`src/rtl/encoded_rr_reader_if.sv`:
```
// Bundle of the bank-side pop interface and the consumer-side output stream
// for encoded_rr_reader. "master" is the reader, "slave" is the bank/consumer side.
interface encoded_rr_reader_if #(
    parameter int NUM_FIFOS = 4,
    parameter int WIDTH     = 8,
    parameter int TAGWIDTH  = $clog2(NUM_FIFOS)
);
    logic [NUM_FIFOS-1:0] empty;
    logic [WIDTH-1:0]     data_in;
    logic                 req;
    logic [TAGWIDTH-1:0]  gnt_sel;
    logic [WIDTH-1:0]     out_data;
    logic [TAGWIDTH-1:0]  out_tag;
    logic                 out_vld;
    logic                 out_rdy;

    // Output stream: a beat transfers on a rising clk edge where out_vld & out_rdy;
    // out_vld never depends on out_rdy, and out_data/out_tag hold while out_vld & !out_rdy.
    modport master (
        input  empty, data_in, out_rdy,
        output req, gnt_sel, out_data, out_tag, out_vld
    );
    modport slave (
        output empty, data_in, out_rdy,
        input  req, gnt_sel, out_data, out_tag, out_vld
    );
endinterface

```
`src/rtl/encoded_rr_reader.sv`:
```
// Round-robin reader for an encoded-select FIFO bank: pops one non-empty FIFO per
// cycle and queues {tag,data} in a 2-entry output buffer drained by valid/ready.
module encoded_rr_reader #(
    parameter int NUM_FIFOS = 4,
    parameter int WIDTH     = 8,
    parameter int TAGWIDTH  = $clog2(NUM_FIFOS)
) (
    input  logic                clk,
    input  logic                rst,
    encoded_rr_reader_if.master bus
);
    localparam logic [TAGWIDTH-1:0] LAST  = TAGWIDTH'(NUM_FIFOS - 1);
    localparam logic [TAGWIDTH:0]   NUM_W = (TAGWIDTH + 1)'(NUM_FIFOS);

    logic [TAGWIDTH-1:0] ptr_q, ptr_d;
    logic [1:0]          count_q, count_d;
    logic                wr_q, wr_d;
    logic                rd_q, rd_d;
    logic [WIDTH-1:0]    data_q [2];
    logic [WIDTH-1:0]    data_d [2];
    logic [TAGWIDTH-1:0] tag_q [2];
    logic [TAGWIDTH-1:0] tag_d [2];

    logic [TAGWIDTH-1:0] cand;
    logic                found;
    logic [TAGWIDTH:0]   sum;
    logic                req;
    logic [TAGWIDTH-1:0] gnt_sel;
    logic                pop;

    // Scan ptr, ptr+1, ... with an explicit wrap at NUM_FIFOS (not at 2**TAGWIDTH).
    always_comb begin
        cand  = '0;
        found = 1'b0;
        sum   = '0;
        for (int k = 0; k < NUM_FIFOS; k++) begin
            sum = {1'b0, ptr_q} + (TAGWIDTH + 1)'(k);
            if (sum >= NUM_W) sum = sum - NUM_W;
            if (!found && !bus.empty[sum[TAGWIDTH-1:0]]) begin
                found = 1'b1;
                cand  = sum[TAGWIDTH-1:0];
            end
        end
    end

    // Space is judged on the registered count only, so out_rdy never reaches req.
    always_comb begin
        req     = !rst && found && (count_q != 2'd2);
        gnt_sel = req ? cand : ptr_q;
    end

    always_comb begin
        pop     = (count_q != 2'd0) && bus.out_rdy;
        ptr_d   = ptr_q;
        count_d = count_q;
        wr_d    = wr_q;
        rd_d    = rd_q;
        data_d  = data_q;
        tag_d   = tag_q;
        if (req) begin
            data_d[wr_q] = bus.data_in;
            tag_d[wr_q]  = gnt_sel;
            wr_d         = ~wr_q;
            ptr_d        = (gnt_sel == LAST) ? '0 : gnt_sel + 1'b1;
        end
        if (pop) rd_d = ~rd_q;
        case ({req, pop})
            2'b10:   count_d = count_q + 2'd1;
            2'b01:   count_d = count_q - 2'd1;
            default: count_d = count_q;
        endcase
    end

    always_ff @(posedge clk or posedge rst) begin
        if (rst) begin
            ptr_q   <= '0;
            count_q <= '0;
            wr_q    <= 1'b0;
            rd_q    <= 1'b0;
            for (int i = 0; i < 2; i++) begin
                data_q[i] <= '0;
                tag_q[i]  <= '0;
            end
        end else begin
            ptr_q   <= ptr_d;
            count_q <= count_d;
            wr_q    <= wr_d;
            rd_q    <= rd_d;
            data_q  <= data_d;
            tag_q   <= tag_d;
        end
    end

    assign bus.req      = req;
    assign bus.gnt_sel  = gnt_sel;
    assign bus.out_vld  = (count_q != 2'd0);
    assign bus.out_data = data_q[rd_q];
    assign bus.out_tag  = tag_q[rd_q];
endmodule

```
`src/flat_wrapper.sv`:
```
// flat-port wrapper written by rule: the top's interface ports become plain ports
module encoded_rr_reader_flat 
#(
    parameter int NUM_FIFOS = 4,
    parameter int WIDTH     = 8,
    parameter int TAGWIDTH  = $clog2(NUM_FIFOS)
)
  (clk, rst, bus_empty, bus_data_in, bus_out_rdy, bus_req, bus_gnt_sel, bus_out_data, bus_out_tag, bus_out_vld);
  encoded_rr_reader_if #(.NUM_FIFOS(NUM_FIFOS), .WIDTH(WIDTH), .TAGWIDTH(TAGWIDTH)) bus_i ();
  input  logic clk;
  input  logic rst;
  input wire logic [$bits(bus_i.empty)-1:0] bus_empty;
  input wire logic [$bits(bus_i.data_in)-1:0] bus_data_in;
  input wire logic [$bits(bus_i.out_rdy)-1:0] bus_out_rdy;
  output wire logic [$bits(bus_i.req)-1:0] bus_req;
  output wire logic [$bits(bus_i.gnt_sel)-1:0] bus_gnt_sel;
  output wire logic [$bits(bus_i.out_data)-1:0] bus_out_data;
  output wire logic [$bits(bus_i.out_tag)-1:0] bus_out_tag;
  output wire logic [$bits(bus_i.out_vld)-1:0] bus_out_vld;
  assign bus_i.empty = bus_empty;
  assign bus_i.data_in = bus_data_in;
  assign bus_i.out_rdy = bus_out_rdy;
  assign bus_req = bus_i.req;
  assign bus_gnt_sel = bus_i.gnt_sel;
  assign bus_out_data = bus_i.out_data;
  assign bus_out_tag = bus_i.out_tag;
  assign bus_out_vld = bus_i.out_vld;
  encoded_rr_reader #(.NUM_FIFOS(NUM_FIFOS), .WIDTH(WIDTH), .TAGWIDTH(TAGWIDTH)) u_core (.clk(clk), .rst(rst), .bus(bus_i));
endmodule
```
`config.mk`:
```
export PLATFORM = sky130hd
export DESIGN_NAME = encoded_rr_reader_flat
export DESIGN_NICKNAME = d
export VERILOG_FILES = /design/src/rtl/encoded_rr_reader_if.sv /design/src/rtl/encoded_rr_reader.sv /design/src/flat_wrapper.sv
export SDC_FILE = /design/constraint.sdc
export NUM_CORES = 1
export LEC_CHECK = 0
export CAP_MARGIN = 20
export CORE_MARGIN = 2
export CORE_UTILIZATION = 49
export CTS_CLUSTER_SIZE = 40
export DETAILED_ROUTE_END_ITERATION = 12
export PLACE_DENSITY = 0.78
export RECOVER_POWER = 100
export SLEW_MARGIN = 40
export SYNTH_ARGS = -nofsm -noshare
export SYNTH_HDL_FRONTEND = slang
export SYNTH_SLANG_ARGS = --single-unit
```
`constraint.sdc`:
```
create_clock -name clk -period 2.2 [get_ports clk]
set_clock_uncertainty 0.1 [all_clocks]
set_input_delay 0.22 -clock clk [delete_from_list [all_inputs] [get_ports clk]]
set_output_delay 0.22 -clock clk [all_outputs]
set_load 0.01 [all_outputs]
```
---- Word-level counts from Yosys, hierarchy flattened ----
Index checks and enable logic that the tools add are counted.
operators by class
  $add $sub $neg .......................... 10
  magnitude comparators ................... 11
  equal/unequal tests ..................... 4
  muxes and demuxes ....................... 35
  bitwise logic cells ..................... 4
  reductions and logical operators ........ 15
operators by type and width
  cell                 number
  $mux 8               4
  $mux 2               14
  $bwmux 16            1
  $lt 2x3->1 const B   4
  $sub 2x1->2 const B  5
  $ge 3x3->1 const B   3
  $bmux 1 s2           4
  $demux 8 s1          1
  $mux 1               8
  $logic_and 1x1->1    7
  $add 2x2->3 const B  2
  $logic_not 1->1      6
  $add 2x1->2 const B  2
  $bwmux 4             1
  $eq 2x2->1 const B   2
  $ge 2x2->1 const B   2
  $not 1->2            2
  $pmux 2 s2           1
  $reduce_bool 2->1    2
  $add 2x1->3 const B  1
  $ge 2x3->1 const B   1
  $demux 2 s1          1
  $eq 2x1->1 const B   1
  $lt 2x1->1 const B   1
  2 further kinds      3
word-level totals
  register bits after elaboration ......... 26
  input port bits ......................... 15
  output and inout port bits .............. 14
  logic and storage cells ................. 87

---- Depth between registers and ports, before layout ----
  depth in word-level cells ............... 19
  depth in mapped cells ................... 8

---- Least setup slack after synthesis ----
Ideal clock, no wire load.
  path kind ............................... input to register
  start ................................... in rst
  end ..................................... reg u_core.data_q[10] (netlist name)
  library setup time ...................... 0.125 ns
  arrival ................................. 1.792 ns
  path slack .............................. 0.183 ns
  stages on the path ...................... 6
  buffers on the path ..................... 1
  cell sequence ........................... inv_1 > and3_1 > buf_6 > inv_4 > nor2_4 > mux2_2
on the way
  word-level cells in the longest chain between the ends .. 3
ends and longest elaborated chain
  item                            RTL line                 RTL
  start, declared                 flat_wrapper.sv:11       input logic rst;
  $logic_not 1->1                 encoded_rr_reader.sv:48  req = !rst && found && (count_q != 2'd2);
  $logic_and 1x1->1 (2 in a row)  encoded_rr_reader.sv:48
  via bus_req                     flat_wrapper.sv:15       output wire logic [$bits(bus_i.req)-1:0] bus_req;
  end signal, assigned            encoded_rr_reader.sv:89  data_q <= data_d;
  end, declared                   encoded_rr_reader.sv:19  logic [WIDTH-1:0] data_q [2];
The timed path passes the listed nets, and every way through them passes these cells.
A chain may end at the register's enable or synchronous reset.

---- Worst setup path after layout ----
  start ................................... reg u_core.count_q[0]
  end ..................................... out bus_out_vld
on the way
  word-level cells in the longest chain between the ends .. 1
ends and longest elaborated chain
  item                    RTL line                 RTL
  start, declared         encoded_rr_reader.sv:16  logic [1:0] count_q, count_d;
  start signal, assigned  encoded_rr_reader.sv:86  count_q <= count_d;
  $reduce_bool 2->1       encoded_rr_reader.sv:96  assign bus.out_vld = (count_q != 2'd0);
  end, declared           flat_wrapper.sv:19       output wire logic [$bits(bus_i.out_vld)-1:0] bus_out_vld;
No other way between the ends.

==> metrics <==
fin. max-slew vios 0; worst endpoint required time 1.88 ns; status finished clean; Clock Tree Root clkbuf_4; Die Area 3140 µm²; vias post-DR 969; Via density 5.44; largest net degree at the start of global routing 27; DR iter-0 viols 11; Pre-antenna DRT Iters 4; Final min period 2.09 ns; ANT cells 0; vias in the first global route 1001; unrepaired setup endpoints after global routing no; dpl cells 171; hold path cells 1; EDFF count, synth 0; Filler Cell Count 209; clock latency on the worst-skew pair 0.31 ns; Clock Sink Count 26; dominant cells by area after synthesis dfrtp_1, mux2_2, xnor2_1; share of layout cells above drive strength 1 0.345; P per Cell Area 1460 nW/µm²; Multi-input gate area 627 µm²; syn avg cell area 12.5 µm²; GPL Wtd Cong 0.893; Setup-failing EPs final 0; WP data arrival 1.77 ns; Inserted Clock Buffers 3; post-route insts no fill 178; final worst slack 0.114 ns; worst reg2reg endpoint u_core.tag_q[2]; Ys Warns 0; Rel. slew slack 0.0885; Net Count, Synth 122; total design power 2.56 mW; Worst Hold Launch u_core.count_q[1]; area delta synth->final 32.6%; num rows 18; WHS 0.408 ns; post-synth top area share 0.490; Slew @ Worst Pin 1.37 ns; area leader, netlist dfrtp_1; detailed placement HPWL 1940 µm; asr flop ratio synth 1.00; Worst setup SP type flip-flop; Max Freq 479 MHz; Distinct cells, synth 31; DR WL/cell 15.1 µm; flip-flop and latch count after synthesis 26; Die H 56.1 µm; Worst R2R Start u_core.count_q[1]; Hold EP u_core.count_q[1]; Setup TNS 0 ns; Worst Hold Class reg2reg; R2R cell count 6; IO Port Bufs 28; synthesized area 1330 µm²; Seq/Total Area, Yosys 0.490; Worst-path clk slew 0.14 ns; fin crit share 0.948; Post-DP Area 1700 µm²; initial antenna violation count 0; Crit Path Max Fanout 3; Initial Util 0.526; Final Cell Area 1760 µm²; global-route wire length before repair 4480 µm; wirelength, routed 2690 µm; die width 56.1 µm; number of top-level pins 29; total of max-cap violations 0; worst setup path class reg2out; Total Nets Final 165; Max clock buf depth 2; total gr overflow 0; Core ar. 2520 µm²; nature of the critical path endpoint output pin; total track usage 0.180; register area 654 µm²; H-tree lvl count 1; final routed DRC violation total 0; leakage power 0.742 nW; Synth Flop Type dfrtp_1; Place WS -0.0770 ns; CTS tree built; Post-Synthesis Cells 106; Final Util 0.698; Final ANT Viol Nets 0; hold violation count in the final report 0; r2r setup slk 0.20 ns; cts-stage hold buffer count 0; maximum vdd drop 0.930 mV
final cells by class:
type                       count  share of cell area
clock buffer                   3              0.0128
clock inverter                 1              0.0171
multi-input combinational     72               0.356
timing repair buffer          42               0.211
inverter                       4             0.00995
tap                           30              0.0213
sequential                    26               0.372
cells in the final DEF (no fill, tap or decap):
master / instances
and2_0: 1
bufinv_16: 1
mux2_2: 30
buf_1: 1
o2bb2ai_1: 1
clkbuf_1: 2
o211ai_1: 4
dlygate4sd2_1: 2
or2_2: 1
dfrtp_2: 3
inv_1: 3
buf_4: 11
and3_1: 1
a31oi_1: 2
a221oi_1: 1
ha_1: 1
clkbuf_4: 3
xnor2_1: 4
nand3_1: 1
nor2_1: 5
inv_4: 1
dlygate4sd3_1: 2
dfrtp_1: 23
nand2_1: 2
nor3b_1: 1
mux2i_1: 1
and3b_1: 2
or4_1: 1
nor2_2: 1
o21ai_1: 1
xor2_1: 2
o21a_1: 3
clkdlybuf4s50_1: 24
nand2b_1: 2
o31ai_1: 1
nand4_1: 2
o21ai_0: 1
routing by layer:
| metal | GRT usage | vias up | routed length, µm |
|---|---|---|---|
| met3 | 0.0349 | 4 | 106 |
| met2 | 0.316 | 17 | 1400 |
| li1 | - | 467 | - |
| met1 | 0.225 | 481 | 1170 |
| met5 | 0 | - | 0 |
| met4 | 0.0476 | 0 | 15 |
state kept, by name, summed over array words and instances (netlist names):
name,count
u_core.ptr_q,2
u_core.count_q,2
u_core.wr_q,1
u_core.data_q,16
u_core.tag_q,4
u_core.rd_q,1
where the power goes:
part	switching, mW	internal, mW
Clock	0.140	0.184
Combinational	0.499	0.817
Sequential	0.192	0.731
worst max-delay path by stage:
stage | startpoint | endpoint
floorplan | rst | u_core.data_q[10]
global placement | bus_empty[0] | bus_gnt_sel[0]
detailed placement | bus_empty[0] | bus_gnt_sel[0]
CTS | u_core.count_q[1] | bus_req
global route | u_core.ptr_q[0] | bus_gnt_sel[0]
finish | u_core.count_q[0] | bus_out_vld
critical path: stages (launching register included):
cell and delay (ns):
dfrtp_1 0.40, buf_4 0.15, or2_2 0.30, dlygate4sd3_1 0.60
cells in the mapped netlist (2+ instances only):
library cell,n
nand2b_1,2
nand4_1,2
and3b_1,2
nor2_1,5
dfrtp_1,26
a31oi_1,2
buf_2,2
mux2_2,30
inv_1,3
o21ai_0,2
xor2_1,2
xnor2_1,4
o211ai_1,4
o21a_1,3
kinds of logic after synthesis:
logic type / synth area share
muxes: 0.262
DFF: 0.490
and+or+nand+nor: 0.0914
AOI/OAI and AO/OA: 0.0754
buffers and inverters: 0.0320
xor gates and xnor gates: 0.0396
adders and majority gates: 0.00942
repair_timing:
action | CTS | global route
hold endpoints to repair | 0 | 0
buffers inserted | 3 | 0
gates resized for setup | 6 | 0
endpoints found under the setup margin | 10 | 0
Power figures use the tool's default switching activity.
